File: config.mk
export PLATFORM = sky130hd
export DESIGN_NAME = mem_ctrl16
export DESIGN_NICKNAME = d
export VERILOG_FILES = /design/src/rtl/mem_ctrl16_pkg.sv /design/src/rtl/mem_ctrl16_be_merge.sv /design/src/rtl/mem_ctrl16.sv
export SDC_FILE = /design/constraint.sdc
export NUM_CORES = 1
export LEC_CHECK = 0
export BUFFER_PORTS_ARGS = -buffer_cell sky130_fd_sc_hd__buf_2
export CORE_ASPECT_RATIO = 1.5
export CORE_UTILIZATION = 50
export CTS_CLUSTER_DIAMETER = 50
export CTS_CLUSTER_SIZE = 10
export DETAILED_ROUTE_END_ITERATION = 7
export PLACE_DENSITY = 0.79
export REMOVE_ABC_BUFFERS = 1
export SYNTH_ARGS = -nofsm -noshare
export SYNTH_HDL_FRONTEND = slang
export SYNTH_SLANG_ARGS = --single-unit
File: constraint.sdc
create_clock -name sys_clk -period 2.34 [get_ports sys_clk]
set_input_delay 0.234 -clock sys_clk [delete_from_list [all_inputs] [get_ports sys_clk]]
set_output_delay 0.234 -clock sys_clk [all_outputs]
set_load 0.05 [all_outputs]
File: src/rtl/mem_ctrl16_pkg.sv
// Shared definitions for the 16-bit BRAM front end: FSM state encoding,
// byte-enable patterns and the word-depth derivation from the address width.
package mem_ctrl16_pkg;

    typedef enum logic [2:0] {
        ST_IDLE    = 3'd0,
        ST_ISSUE   = 3'd1,
        ST_CAPTURE = 3'd2,
        ST_MERGE   = 3'd3,
        ST_RESP    = 3'd4
    } state_e;

    localparam logic [1:0] BE_FULL = 2'b11;
    localparam logic [1:0] BE_NONE = 2'b00;

    // Number of 16-bit words behind a BRAM with the given address parameter.
    function automatic int word_depth(input int aw);
        return 1 << (aw - 1);
    endfunction

endpackage

File: src/rtl/mem_ctrl16_be_merge.sv
// Combinational byte merge: each byte comes from new_i when its enable is
// set, otherwise from old_i. Used for read-modify-write partial stores.
module be_merge16 (
    input  logic [15:0] old_i,
    input  logic [15:0] new_i,
    input  logic [1:0]  be_i,
    output logic [15:0] merged_o
);

    generate
        for (genvar gi = 0; gi < 2; gi++) begin : g_byte
            assign merged_o[gi*8 +: 8] = be_i[gi] ? new_i[gi*8 +: 8] : old_i[gi*8 +: 8];
        end
    endgenerate

endmodule

File: src/rtl/mem_ctrl16.sv
// Valid/ready load/store front end for a 16-bit synchronous BRAM with one
// cycle read latency. One transaction in flight; partial stores are done as
// read-modify-write; out-of-range addresses answer with an error and never
// touch the memory.
module mem_ctrl16
    import mem_ctrl16_pkg::*;
#(
    parameter int adr_width = 11
) (
    input  logic        sys_clk,
    input  logic        sys_rst,
    input  logic        req_valid,
    output logic        req_ready,
    input  logic        req_we,
    input  logic [1:0]  req_be,
    input  logic [15:0] req_addr,
    input  logic [15:0] req_wdata,
    output logic        rsp_valid,
    input  logic        rsp_ready,
    output logic [15:0] rsp_rdata,
    output logic        rsp_err,
    output logic [15:0] mem_a,
    output logic [15:0] mem_do,
    output logic        mem_we,
    input  logic [15:0] mem_di
);

    localparam logic [31:0] WORD_DEPTH = 32'(word_depth(adr_width));

    state_e      state_q, state_d;
    logic        we_q, we_d;
    logic [1:0]  be_q, be_d;
    logic [15:0] wdata_q, wdata_d;
    logic [15:0] mem_a_q, mem_a_d;
    logic [15:0] mem_do_q, mem_do_d;
    logic        mem_we_q, mem_we_d;
    logic [15:0] rdata_q, rdata_d;
    logic        err_q, err_d;

    logic        accept;
    logic        in_range;
    logic [15:0] merged;

    assign accept   = req_valid && (state_q == ST_IDLE);
    assign in_range = {16'd0, req_addr} < WORD_DEPTH;

    be_merge16 u_merge (
        .old_i    (mem_di),
        .new_i    (wdata_q),
        .be_i     (be_q),
        .merged_o (merged)
    );

    // Next-state and register updates; mem_we is a one-cycle pulse by default.
    always_comb begin
        state_d  = state_q;
        we_d     = we_q;
        be_d     = be_q;
        wdata_d  = wdata_q;
        mem_a_d  = mem_a_q;
        mem_do_d = mem_do_q;
        mem_we_d = 1'b0;
        rdata_d  = rdata_q;
        err_d    = err_q;
        unique case (state_q)
            ST_IDLE: begin
                if (accept) begin
                    we_d    = req_we;
                    be_d    = req_be;
                    wdata_d = req_wdata;
                    if (!in_range) begin
                        err_d   = 1'b1;
                        state_d = ST_RESP;
                    end else begin
                        err_d = 1'b0;
                        if (req_we && (req_be == BE_NONE)) begin
                            state_d = ST_RESP;
                        end else begin
                            // Full stores write straight away; loads and
                            // partial stores start with a read of the word.
                            mem_a_d = req_addr;
                            state_d = ST_ISSUE;
                            if (req_we && (req_be == BE_FULL)) begin
                                mem_do_d = req_wdata;
                                mem_we_d = 1'b1;
                            end
                        end
                    end
                end
            end
            ST_ISSUE: begin
                state_d = (we_q && (be_q == BE_FULL)) ? ST_RESP : ST_CAPTURE;
            end
            ST_CAPTURE: begin
                // BRAM read data is valid during this state.
                if (!we_q) begin
                    rdata_d = mem_di;
                    state_d = ST_RESP;
                end else begin
                    mem_do_d = merged;
                    mem_we_d = 1'b1;
                    state_d  = ST_MERGE;
                end
            end
            ST_MERGE: begin
                state_d = ST_RESP;
            end
            ST_RESP: begin
                if (rsp_ready) begin
                    state_d = ST_IDLE;
                end
            end
            default: begin
                state_d = ST_IDLE;
            end
        endcase
    end

    // State and datapath registers with asynchronous active-low reset.
    always_ff @(posedge sys_clk or negedge sys_rst) begin
        if (!sys_rst) begin
            state_q  <= ST_IDLE;
            we_q     <= 1'b0;
            be_q     <= BE_NONE;
            wdata_q  <= 16'd0;
            mem_a_q  <= 16'd0;
            mem_do_q <= 16'd0;
            mem_we_q <= 1'b0;
            rdata_q  <= 16'd0;
            err_q    <= 1'b0;
        end else begin
            state_q  <= state_d;
            we_q     <= we_d;
            be_q     <= be_d;
            wdata_q  <= wdata_d;
            mem_a_q  <= mem_a_d;
            mem_do_q <= mem_do_d;
            mem_we_q <= mem_we_d;
            rdata_q  <= rdata_d;
            err_q    <= err_d;
        end
    end

    assign req_ready = (state_q == ST_IDLE);
    assign rsp_valid = (state_q == ST_RESP);
    assign rsp_rdata = rdata_q;
    assign rsp_err   = err_q;
    assign mem_a     = mem_a_q;
    assign mem_do    = mem_do_q;
    assign mem_we    = mem_we_q;

endmodule

; ---- Word-level counts from Yosys, hierarchy flattened
; Index checks and enable logic that the tools add are counted.
[word_totals]
reg_bits = 72
latchBits = 0
ramBits = 0
romBits = 0
inputBits = 55
out_inout_bits = 52
word_cells = 58
mem_count = 0
[classes]
n_addsub = 0
n_mul = 0
div_mod_pow = 0
n_lt_le_gt_ge = 1
n_eq_ne = 12
shift = 0
mux = 22
bitwise_logic = 2
reduce_logical = 12
[ops]
columns = op, count
row1 = $mux W16, 5
row2 = $pmux W16 S2, 1
row3 = $mux W3, 6
row4 = $lt A16 B11 Y1 const B, 1
row5 = $mux W8, 2
row6 = $pmux W3 S5, 1
row7 = $ne A2 B1 Y1 const B, 4
row8 = $eq A3 B2 Y1 const B, 2
row9 = $mux W1, 6
row10 = $reduce_and A2 Y1, 3
row11 = $reduce_and A6 Y1, 1
row12 = $eq A2 B2 Y1 const B, 2
row13 = $logic_and A1 B1 Y1, 4
row14 = $ne A2 B2 Y1 const B, 2
row15 = $reduce_and A4 Y1, 1
row16 = $eq A3 B1 Y1 const B, 1
row17 = $eq A3 B3 Y1 const B, 1
row18 = $logic_not A3 Y1, 1
row19 = $logic_not A2 Y1, 1
row20 = $not A1 Y1, 2
row21 = $pmux W1 S2, 1
row22 = $reduce_bool A2 Y1, 1

; ---- Logic depth before layout (Yosys ltp)
; Gate-level depths: netlist (run 1).
[logic_depth]
word_depth = 7
ltp_mapped = 7
mapped_depth_nobuf = 4

; ---- Modules after synthesis
; Synthesis (run 1) repeated with hierarchy kept, for this count alone.
[hier_totals]
hier_cells = 212
hier_area_um2 = 3233.1
[modules_own_cells]
columns = module, instances, cells_each, area_per_inst_um2
row1 = mem_ctrl16, 1, 194, 2970.3
row2 = be_merge16, 1, 18, 262.8

; ---- Least setup slack after synthesis (run 1)
; OpenSTA, ideal clock, no wires.
[synth_timing]
kind = reg-to-output
from = register state_q[1]
to = output rsp_valid
arrival_time_ns = 1.673
slack_ns = 0.433
stages_incl_launch_ff = 3
path_cell_list = dfrtp_1 buf_2 nor3b_1
[synth_via]
elab_chain_len = 1
[synth_rtl]
columns = item, line
row1 = "start, declared", mem_ctrl16.sv:30  ; state_e state_q, state_d;
row2 = "start signal, assigned", mem_ctrl16.sv:132  ; state_q <= state_d;
row3 = $eq A3 B3 Y1, mem_ctrl16.sv:145  ; assign rsp_valid = (state_q == ST_RESP);
row4 = "end, declared", mem_ctrl16.sv:18  ; output logic rsp_valid,
; Every way passes these cells.

; ---- Worst setup path after layout (run 1)
[layout_timing]
from = register state_q[2]
to = register mem_a_q[3] (netlist: mem_a[3])
[layout_via]
elab_chain_len = 3
[layout_rtl]
columns = item, line
row1 = $logic_not A3 Y1 (*), "mem_ctrl16.sv:44, mem_ctrl16.sv:65"
row2 = $logic_and A1 B1 Y1, mem_ctrl16.sv:44  ; assign accept = req_valid && (state_q == ST_IDLE);
row3 = $reduce_and A4 Y1 (no source line) (*), -
row4 = "end signal, assigned", mem_ctrl16.sv:136  ; mem_a_q <= mem_a_d;
row5 = "end, declared", mem_ctrl16.sv:34  ; logic [15:0] mem_a_q, mem_a_d;
; Every way passes the cells marked *; elsewhere a longest branch is shown, timed or not.
; A chain may end at the register's enable or synchronous reset.

==> results of run 1 <==
-- power breakdown --
part	switching [W]	internal, W	leakage [nW]
clock network	0.000428	0.000592	0.103
registers	0.000271	0.00156	0.899
logic	0.000885	0.000537	1.01
-- kinds of logic (layout without fill, tap and decap cells) --
kind of cell,after synthesis,count (layout),share of synthesized area (%)
muxes,78,78,26.6
DFF,72,72,57.2
buffers and inverters,32,147,5.00
AOI/OAI and AO/OA,21,21,3.65
and+or+nand+nor,42,42,7.55
-- layer usage --
metal  global-route usage (%)  wire [um]
met4                     11.1        132
met2                     35.7       3390
met1                     26.5       2590
met3                     6.77        395
met5                        0          0
-- critical path: cells and delay by family, from the launching register on --
kind	cells	cell delay [ns]
DFF	1	0.52
muxes	1	0.39
and+or+nand+nor	2	0.81
buffers and inverters	1	0.12
-- through the flow --
step	hold slack (ns)	worst slack, ns	power (W)
floorplan	-0.0616	-0.760	0.00287
global placement	0.266	0.448	0.00322
detailed placement	0.280	0.369	0.00328
CTS	0.111	0.361	0.00432
global route	0.108	0.202	0.00449
finish	0.130	0.375	0.00427
-- sequential cells by signal, summed over array words and instances, names as in the netlist --
| signal | flops |
|---|---|
| mem_we | 1 |
| be_q | 2 |
| wdata_q | 16 |
| mem_a | 16 |
| rsp_rdata | 16 |
| mem_do | 16 |
| state_q | 3 |
| rsp_err | 1 |
| we_q | 1 |
-- layout make-up --
type                       instances  area share, %
clock inverter                     4           1.76
sequential                        72           45.3
clock buffer                      11           3.30
multi-input combinational        141           30.3
inverter                          17           1.60
timing repair buffer             115           15.4
tap                               74           2.33
-- synth_stat cells --
master	n	area [um2]
dfrtp_1	72	1800
mux2_2	46	518
mux2i_1	32	320
nand2_1	19	71.3
inv_1	17	63.8
o21ai_0	16	80.1
nor2b_1	8	50.1
buf_2	5	25.0
clkbuf_1	5	18.8
buf_4	4	30.0
nor2_1	3	11.3
nor3_1	3	15.0
nand4_1	2	12.5
or3b_2	2	17.5
a211oi_1	1	7.51
a21oi_1	1	5.00
a221o_1	1	10.0
a31oi_1	1	6.26
buf_12	1	20.0
nand3_1	1	5.00
nor2_4	1	11.3
nor3b_1	1	7.51
nor3b_2	1	12.5
nor4b_4	1	23.8
o22ai_1	1	6.26
-- worst min-delay path by stage --
| stage | to | slack [ns] | depth (start not counted) |
|---|---|---|---|
| after detailed placement | mem_do[11]$_DFFE_PN0P_ | 0.28 | 1 |
| after global placement | mem_do[11]$_DFFE_PN0P_ | 0.27 | 1 |
| after floorplan | be_q[0]$_DFFE_PN0P_ | -0.06 | 0 |
| after CTS | mem_a[6]$_DFFE_PN0P_ | 0.11 | 2 |
| after global routing | mem_a[2]$_DFFE_PN0P_ | 0.11 | 2 |
| final | mem_a[6]$_DFFE_PN0P_ | 0.13 | 2 |
==> run_results.csv, run 1 <==
group,metric,value,unit
critical_path,path_cells,"nor4b_4, inv_1, nor2_4, mux2_2",
pwr,p_leak,2.01,nW
clock_network,clockBufferDepth,2,
drt,vias_per_cell,5.17,
floorplan,core,6130,um2
clock_network,cts_tree,"done",
sta,final_max_slew_viol_count,0,
global_routing,grt_usage,22.2,%
critical_path,cp-endpoint,"mem_a[3]$_DFFE_PN0P_",
clock_network,cts_resized,0,
drt,first_pass_iters,4,
clock_network,cts-buffers-inserted,9,
floorplan,die_h,99.2,um
sta,setup_viol,0,
critical_path,reg2regPathDepth,4,
sta,finalHoldViolCount,0,
hold_path,min_from,"req_addr[6]",
place,io_buffers,106,
place,dp_hpwl,4.66,mm
hold_path,min_path_type,"input pin to register",
critical_path,critPathLaunch,"state_q[2]$_DFFE_PN0P_",
drt,num_vias,2242,
critical_path,r2r-start,"state_q[2]$_DFFE_PN0P_",
final_layout,drive_gt1_share,50.0,%
yosys,synth_cell_types,25,
sta,max_freq,509,MHz
critical_path,critical_path.max_fanout,16,
critical_path,slowest_delay,0.52,ns
floorplan,ios,107,
status,status,"finished clean",
pwr,ir_drop,661,uV
critical_path,r2r_end,"mem_a[3]$_DFFE_PN0P_",
final_layout,num-fill-cells,501,
critical_path,critical_path_arrival,2.18,ns
global_routing,grt-ovfl-total,0,
global_routing,grt_pass1_vias,2334,
critical_path,required,2.56,ns
final_layout,syn_to_final_growth,26.3,%
yosys,yosys_warnings,0,
critical_path,critPathCaptureType,"register",
sta,period_minus_slack,1.96,ns
critical_path,worstSetupPathType,"register to register",
sta,post-route-period-util,84.0,%
final_layout,register_area,1800,um2
clock_network,root_buffer,"clkbuf_8",
place,placed_cells,418,
global_routing,grt_pass1_wl,10.8,mm
drt,drtAntennaViolNets,0,
final_layout,layout_commonest_cell,"buf_2",
job,drv_cap,0,
drt,drc,0,
yosys,netlist_area,3150,um2
pwr,power_density,1070,nW/um2
floorplan,initial_core_util,51.4,%
sta,skew,0.0125,ns
floorplan,die_x,66.8,um
drt,wl_per_cell,15.0,um
clock_network,cts.clk_slew.worst_paths,0.07,ns
final_layout,final_cell_mix,"106 x buf_2, 72 x dfrtp_1, 46 x mux2_2",
final_layout,postLayoutCellArea,3980,um2
final_layout,diodes,0,
sta,final.setup.tns,0,ns
clock_network,htreeDepth,3,
critical_path,crit_path_top_delay_cell,"dfrtp_1",
place,routabilityCongestion,0.852,
yosys,ys_seq_area_share,57.2,%
critical_path,ff2ff_setup_slack,0.38,ns
clock_network,cts.sinks,72,
final_layout,multiInputGateArea,1210,um2
clock_network,hold_buffers,1,
final_layout,nNetsFinal,411,
yosys,ys_ff_latch,72,
sta,max_slew_margin,59.2,%
final_layout,layout.cells.non_filler,434,
clock_network,post_cts_buffers,0,
global_routing,antenna_found_initial,0,
yosys,synth_area_per_cell,12.9,um2
sta,rsz0062_at_grt,"no",
floorplan,std_cell_rows,35,
critical_path,start_kind,"register",
yosys,netlist_instances,245,
drt,routed_wl,6.51,mm
global_routing,grt_max_degree,48,
drt,drt-initial-drc-count,127,
place,place_area,3770,um2
floorplan,die-area,6630,um2
sta,worst_pin_slew,0.612,ns
final_layout,final_util,64.9,%
clock_network,clk_latency,0.34,ns
(Power assumes the default switching activity.)
==> run 2, diff against run 1 <==
--- a/config.mk
+++ b/config.mk
@@ -7,11 +7,11 @@
 export LEC_CHECK = 0
 export BUFFER_PORTS_ARGS = -buffer_cell sky130_fd_sc_hd__buf_2
 export CORE_ASPECT_RATIO = 1.5
-export CORE_UTILIZATION = 50
+export CORE_UTILIZATION = 45
 export CTS_CLUSTER_DIAMETER = 50
 export CTS_CLUSTER_SIZE = 10
 export DETAILED_ROUTE_END_ITERATION = 7
-export PLACE_DENSITY = 0.79
+export PLACE_DENSITY = 0.75
 export REMOVE_ABC_BUFFERS = 1
 export SYNTH_ARGS = -nofsm -noshare
 export SYNTH_HDL_FRONTEND = slang
==> constraint.sdc (replaced) <==
create_clock -name sys_clk -period 1.58 [get_ports sys_clk]
set_input_delay 0.158 -clock sys_clk [delete_from_list [all_inputs] [get_ports sys_clk]]
set_output_delay 0.158 -clock sys_clk [all_outputs]
set_load 0.05 [all_outputs]
==> run 2 against run 1 <==
Against the previous run:
- highest routed layer unchanged
- critical path depth increased by 2
- global-route usage fell by 1.4 points
- the flow now finishes with violations (setup timing)
- critical path type unchanged
- power rose by 55%
==> run_results.csv, run 2 (same netlist as run 1, synthesis figures left out) <==
group,metric,value,unit
floorplan,die_x,70.3,um
hold_path,min_path_type,"input pin to register",
final_layout,num-fill-cells,554,
place,dp_hpwl,4.75,mm
sta,period_minus_slack,1.71,ns
critical_path,worstSetupPathType,"register to register",
hold_path,hold_depth,2,
critical_path,r2r_end,"mem_a[6]$_DFFE_PN0P_",
sta,worst_pin_slew,0.530,ns
drt,drt-initial-drc-count,144,
clock_network,cts.sinks,72,
place,routabilityCongestion,0.844,
floorplan,core,6810,um2
critical_path,critical_path_arrival,1.95,ns
drt,wl_per_cell,16.0,um
critical_path,critical_path.max_fanout,13,
clock_network,htreeDepth,3,
global_routing,grt_pass1_wl,11.7,mm
sta,finalHoldViolCount,0,
critical_path,crit_path_top_delay_cell,"dfrtp_1",
sta,whs,0.0307,ns
pwr,internal_power,0.00418,W
global_routing,grt_max_degree,47,
pwr,power_density,1540,nW/um2
clock_network,root_buffer,"clkbuf_8",
pwr,seqPwrFrac,40.6,%
critical_path,slowest_delay,0.42,ns
sta,post-route-period-util,108,%
global_routing,grt_usage,20.8,%
pwr,power_frac_clock,23.9,%
floorplan,std_cell_rows,37,
critical_path,ff2ff_setup_slack,-0.13,ns
final_layout,final_cell_mix,"103 x buf_2, 72 x dfrtp_1, 32 x mux2i_1",
critical_path,reg2regPathDepth,6,
pwr,ir_drop,914,uV
pwr,switching_share,36.8,%
sta,skew,0.00469,ns
global_routing,antenna_found_initial,0,
place,placed_cells,431,
pwr,p_leak,2.16,nW
drt,first_pass_iters,6,
place,io_buffers,106,
floorplan,ios,107,
clock_network,cts-buffers-inserted,9,
global_routing,grt_pass1_vias,2378,
final_layout,diodes,0,
final_layout,syn_to_final_growth,36.6,%
status,violations,"setup timing",
final_layout,layout.cells.non_filler,452,
final_layout,drive_gt1_share,53.2,%
sta,final_max_slew_viol_count,0,
sta,rsz0062_at_grt,"yes",
hold_path,hold_end,"mem_a[8]$_DFFE_PN0P_",
critical_path,start_kind,"register",
drt,routed_wl,7.22,mm
critical_path,path_cells,"nor4b_4, buf_4, inv_2, nor2_4, buf_12, mux2_2",
sta,setup_viol,42,
drt,drtAntennaViolNets,0,
sta,max_freq,586,MHz
job,drv_cap,0,
final_layout,nNetsFinal,424,
floorplan,die_h,104,um
critical_path,r2r-start,"state_q[1]$_DFFE_PN0P_",
final_layout,layout_commonest_cell,"buf_2",
sta,layout_setup_ws,-0.127,ns
status,status,"finished, violations left",
global_routing,grt-ovfl-total,0,
clock_network,cts.clk_slew.worst_paths,0.07,ns
hold_path,min_from,"req_addr[8]",
floorplan,initial_core_util,46.3,%
drt,vias_per_cell,5.11,
clock_network,cts_tree,"done",
clock_network,clockBufferDepth,2,
clock_network,clk_latency,0.35,ns
critical_path,critPathCaptureType,"register",
pwr,p_comb_share,35.5,%
drt,drc,0,
floorplan,die-area,7350,um2
pwr,power,0.00661,W
critical_path,required,1.82,ns
drt,num_vias,2311,
pwr,p_switching,0.00243,W
sta,max_slew_margin,64.6,%
==> run 2: cell types whose count changed in the layout (fill, tap and decap cells not counted), moves of 2 or more <==
cell,delta
buf_12,+2
buf_6,+9
buf_4,+4
mux2_2,-24
mux2_4,+24
clkbuf_8,+4
buf_2,-3
==> run 2: cell type report <==
class / count / area (um2) / area share, %
timing repair buffer: 128 / 795 / 18.5
inverter: 17 / 63.8 / 1.48
sequential: 72 / 1800 / 41.9
clock buffer: 14 / 183 / 4.24
tap: 78 / 97.6 / 2.27
multi-input combinational: 141 / 1330 / 30.9
clock inverter: 2 / 35.0 / 0.814
==> run 2: power by group through the flow <==
stage	registers [W]	logic, W	clock network [W]
2_1_floorplan	0.00338	0.000866	0
6_report	0.00268	0.00235	0.00158
3_3_place_gp	0.00268	0.00215	0
3_5_place_dp	0.00270	0.00218	0
4_1_cts	0.00268	0.00233	0.00161
5_1_grt	0.00276	0.00250	0.00170
==> run 2: critical path: cells and delay by family (launching register included) <==
| kind | cells | cell delay (ns) |
|---|---|---|
| buffers and inverters | 3 | 0.38 |
| DFF | 1 | 0.42 |
| muxes | 1 | 0.33 |
| and+or+nand+nor | 2 | 0.46 |
==> run 2: timing repair <==
action                                 4_1_cts  5_1_grt
gates cloned                                 0        1
buffers inserted                             3        1
endpoints found under the hold margin       26        0
resized for setup                           34        8
hold buffers                                 1        0
pin swaps                                    3        2
setup endpoints to repair                   44       61
==> run 2: layer usage <==
layer / GRT usage [%] / vias to the layer above / routed length (um) / share of wire, %
met5: 0 / - / 0 / 0
met4: 9.57 / 0 / 148 / 2.0
met3: 5.81 / 10 / 374 / 5.2
met2: 33.7 / 72 / 3760 / 52
met1: 25.3 / 1148 / 2930 / 41
li1: - / 1081 / - / -
==> run 2: through the flow <==
step | instance area (um2) | worst slack (ns) | setup TNS [ns] | util, %
CTS | 4250 | -0.0781 | -1.89 | 62.5
global route | 4300 | -0.198 | -6.37 | 63.2
global placement | 3870 | -0.0310 | -0.598 | 56.8
floorplan | 3060 | -1.52 | -62.79 | -
finish | 4300 | -0.127 | -3.15 | 63.2
detailed placement | 3870 | -0.102 | -2.43 | 56.8
==> run 2: how the worst max path moves through the flow <==
stage,to,slack [ns],from
2_1_floorplan,mem_do[0]$_DFFE_PN0P_,-1.52,state_q[2]$_DFFE_PN0P_
6_report,mem_a[6]$_DFFE_PN0P_,-0.13,state_q[1]$_DFFE_PN0P_
3_3_place_gp,mem_do[3]$_DFFE_PN0P_,-0.03,state_q[2]$_DFFE_PN0P_
4_1_cts,mem_do[3]$_DFFE_PN0P_,-0.08,state_q[1]$_DFFE_PN0P_
5_1_grt,mem_a[2]$_DFFE_PN0P_,-0.20,state_q[1]$_DFFE_PN0P_
3_5_place_dp,mem_a[1]$_DFFE_PN0P_,-0.10,state_q[1]$_DFFE_PN0P_
==> run 3, diff against run 2 <==
--- a/config.mk
+++ b/config.mk
@@ -6,8 +6,11 @@
 export NUM_CORES = 1
 export LEC_CHECK = 0
 export BUFFER_PORTS_ARGS = -buffer_cell sky130_fd_sc_hd__buf_2
+export CELL_PAD_IN_SITES_DETAIL_PLACEMENT = 1
+export CELL_PAD_IN_SITES_GLOBAL_PLACEMENT = 2
 export CORE_ASPECT_RATIO = 1.5
-export CORE_UTILIZATION = 45
+export CORE_MARGIN = 2
+export CORE_UTILIZATION = 29
 export CTS_CLUSTER_DIAMETER = 50
 export CTS_CLUSTER_SIZE = 10
 export DETAILED_ROUTE_END_ITERATION = 7
==> run 3 against run 2 <==
Against the previous run:
- the flow still finishes with violations (setup timing)
- hold slack gained 0.034 ns
- clock skew grew 0.0021 ns
- register-to-register slack gained 0.04 ns
- critical path depth is the same
- final cell count grew 16%
- combinational power grew 16%
- sequential share of layout area shrank 3.2 points
- design area grew 8.2%
- critical endpoint is now mem_a[3]$_DFFE_PN0P_
- largest power group is now combinational cells
==> run_results.csv, run 3 (same netlist as run 1, synthesis figures left out) <==
group,metric,value,unit
floorplan,initial_core_util,29.7,%
drt,wl_per_cell,16.1,um
drt,routed_wl,8.49,mm
global_routing,grt_max_degree,39,
final_layout,final_util,44.0,%
place,dp_hpwl,5.94,mm
pwr,power_density,1620,nW/um2
place,io_buffers,106,
clock_network,root_buffer,"clkbuf_16",
sta,finalHoldViolCount,0,
critical_path,ff2ff_setup_slack,-0.09,ns
final_layout,syn_to_final_growth,47.8,%
critical_path,reg2regPathDepth,6,
floorplan,die-area,11700,um2
drt,drc,0,
final_layout,drive_gt1_share,53.9,%
global_routing,grt_pass1_vias,2558,
status,violations,"setup timing",
floorplan,ios,107,
critical_path,critical_path.max_fanout,13,
clock_network,clk_latency,0.33,ns
drt,vias_per_cell,4.49,
critical_path,r2r-start,"state_q[0]$_DFFE_PN0P_",
critical_path,critical_path_arrival,1.88,ns
drt,num_vias,2364,
pwr,p_leak,2.33,nW
sta,period_minus_slack,1.67,ns
hold_path,hold_end,"mem_a[7]$_DFFE_PN0P_",
global_routing,grt-ovfl-total,0,
sta,rsz0062_at_grt,"yes",
hold_path,min_path_type,"input pin to register",
clock_network,cts-buffers-inserted,9,
critical_path,required,1.79,ns
floorplan,die_h,132,um
sta,post-route-period-util,106,%
clock_network,cts.sinks,72,
critical_path,critPathCaptureType,"register",
sta,setup_viol,53,
sta,max_freq,599,MHz
final_layout,diodes,0,
global_routing,grt_pass1_wl,13.0,mm
global_routing,antenna_found_initial,0,
place,pre_cts_ws,-0.180,ns
critical_path,worstSetupPathType,"register to register",
status,status,"finished, violations left",
critical_path,start_kind,"register",
clock_network,cts.clk_slew.worst_paths,0.06,ns
floorplan,core,10600,um2
final_layout,layout_commonest_cell,"buf_2",
job,drv_cap,0,
sta,worst_pin_slew,0.563,ns
sta,final_max_slew_viol_count,0,
final_layout,nNetsFinal,432,
clock_network,cts_tree,"done",
hold_path,hold_depth,2,
final_layout,final_cell_mix,"103 x buf_2, 72 x dfrtp_1, 39 x mux2_4",
floorplan,die_x,89.1,um
sta,skew,0.00674,ns
pwr,ir_drop,960,uV
place,routabilityCongestion,0.792,
sta,whs,0.0644,ns
sta,final.setup.tns,-2.18,ns
critical_path,r2r_end,"mem_a[3]$_DFFE_PN0P_",
drt,first_pass_iters,4,
clock_network,clockBufferDepth,2,
hold_path,min_from,"req_addr[7]",
sta,max_slew_margin,62.5,%
global_routing,grt_usage,14.5,%
drt,drtAntennaViolNets,0,
drt,drt-initial-drc-count,52,
clock_network,htreeDepth,3,
sta,layout_setup_ws,-0.0896,ns
floorplan,std_cell_rows,46,
## run 3: changes by cell type in the layout (fill, tap and decap cells not counted), sizes merged
cell,before,now
buf,126,134
## run 3: final cells by class
class | count | area [um2]
Clock buffer | 14 | 284
Clock inverter | 2 | 35.0
Tap cell | 144 | 180
Sequential cell | 72 | 1800
Inverter | 17 | 63.8
Multi-Input combinational cell | 141 | 1390
Timing Repair Buffer | 136 | 901
Fill cell | 1196 | 5930
## run 3: per-stage QoR
stage               area [um2]  std cells  total power (W)
floorplan                 3060        230          0.00425
global placement          3950        499          0.00486
detailed placement        3950        499          0.00494
CTS                       4470        522          0.00729
global route              4660        526          0.00791
finish                    4660        526          0.00755
## run 3: repair_timing
action | CTS | global route
pin swaps | 2 | 1
hold endpoints to repair | 17 | 0
gates cloned | 0 | 1
hold buffers | 1 | 0
buffers inserted | 6 | 3
resized for setup | 37 | 32
endpoints found under the setup margin | 46 | 64
## run 3: report_power, final
| part | switching (W) | internal (W) | total (W) |
|---|---|---|---|
| clock network | 0.000736 | 0.00139 | 0.00213 |
| registers | 0.000395 | 0.00231 | 0.00271 |
| logic | 0.00147 | 0.00124 | 0.00272 |
| total | 0.00261 | 0.00495 | 0.00755 |
## run 3: worst max path at each step
| stage | start | end |
|---|---|---|
| final | state_q[0]$_DFFE_PN0P_ | mem_a[3]$_DFFE_PN0P_ |
| after global routing | state_q[0]$_DFFE_PN0P_ | mem_a[1]$_DFFE_PN0P_ |
| after CTS | state_q[0]$_DFFE_PN0P_ | wdata_q[4]$_DFFE_PN0P_ |
| after detailed placement | state_q[2]$_DFFE_PN0P_ | mem_do[13]$_DFFE_PN0P_ |
| after global placement | state_q[2]$_DFFE_PN0P_ | rsp_rdata[4]$_DFFE_PN0P_ |
| after floorplan | state_q[2]$_DFFE_PN0P_ | mem_do[0]$_DFFE_PN0P_ |
## run 3: worst max-delay path, cell delays in order, from the launching register on
cell and delay, ns:
dfrtp_1 0.41, nor4b_4 0.31, buf_4 0.17, inv_1 0.06, nor2_4 0.11, buf_12 0.16
mux2_2 0.33
## run 3: layer usage
metal  GRT usage [%]  share of wire, %
met1            17.9                41
met4            5.47               1.7
met3            3.96               5.9
met2            23.7                51
met5               0                 0
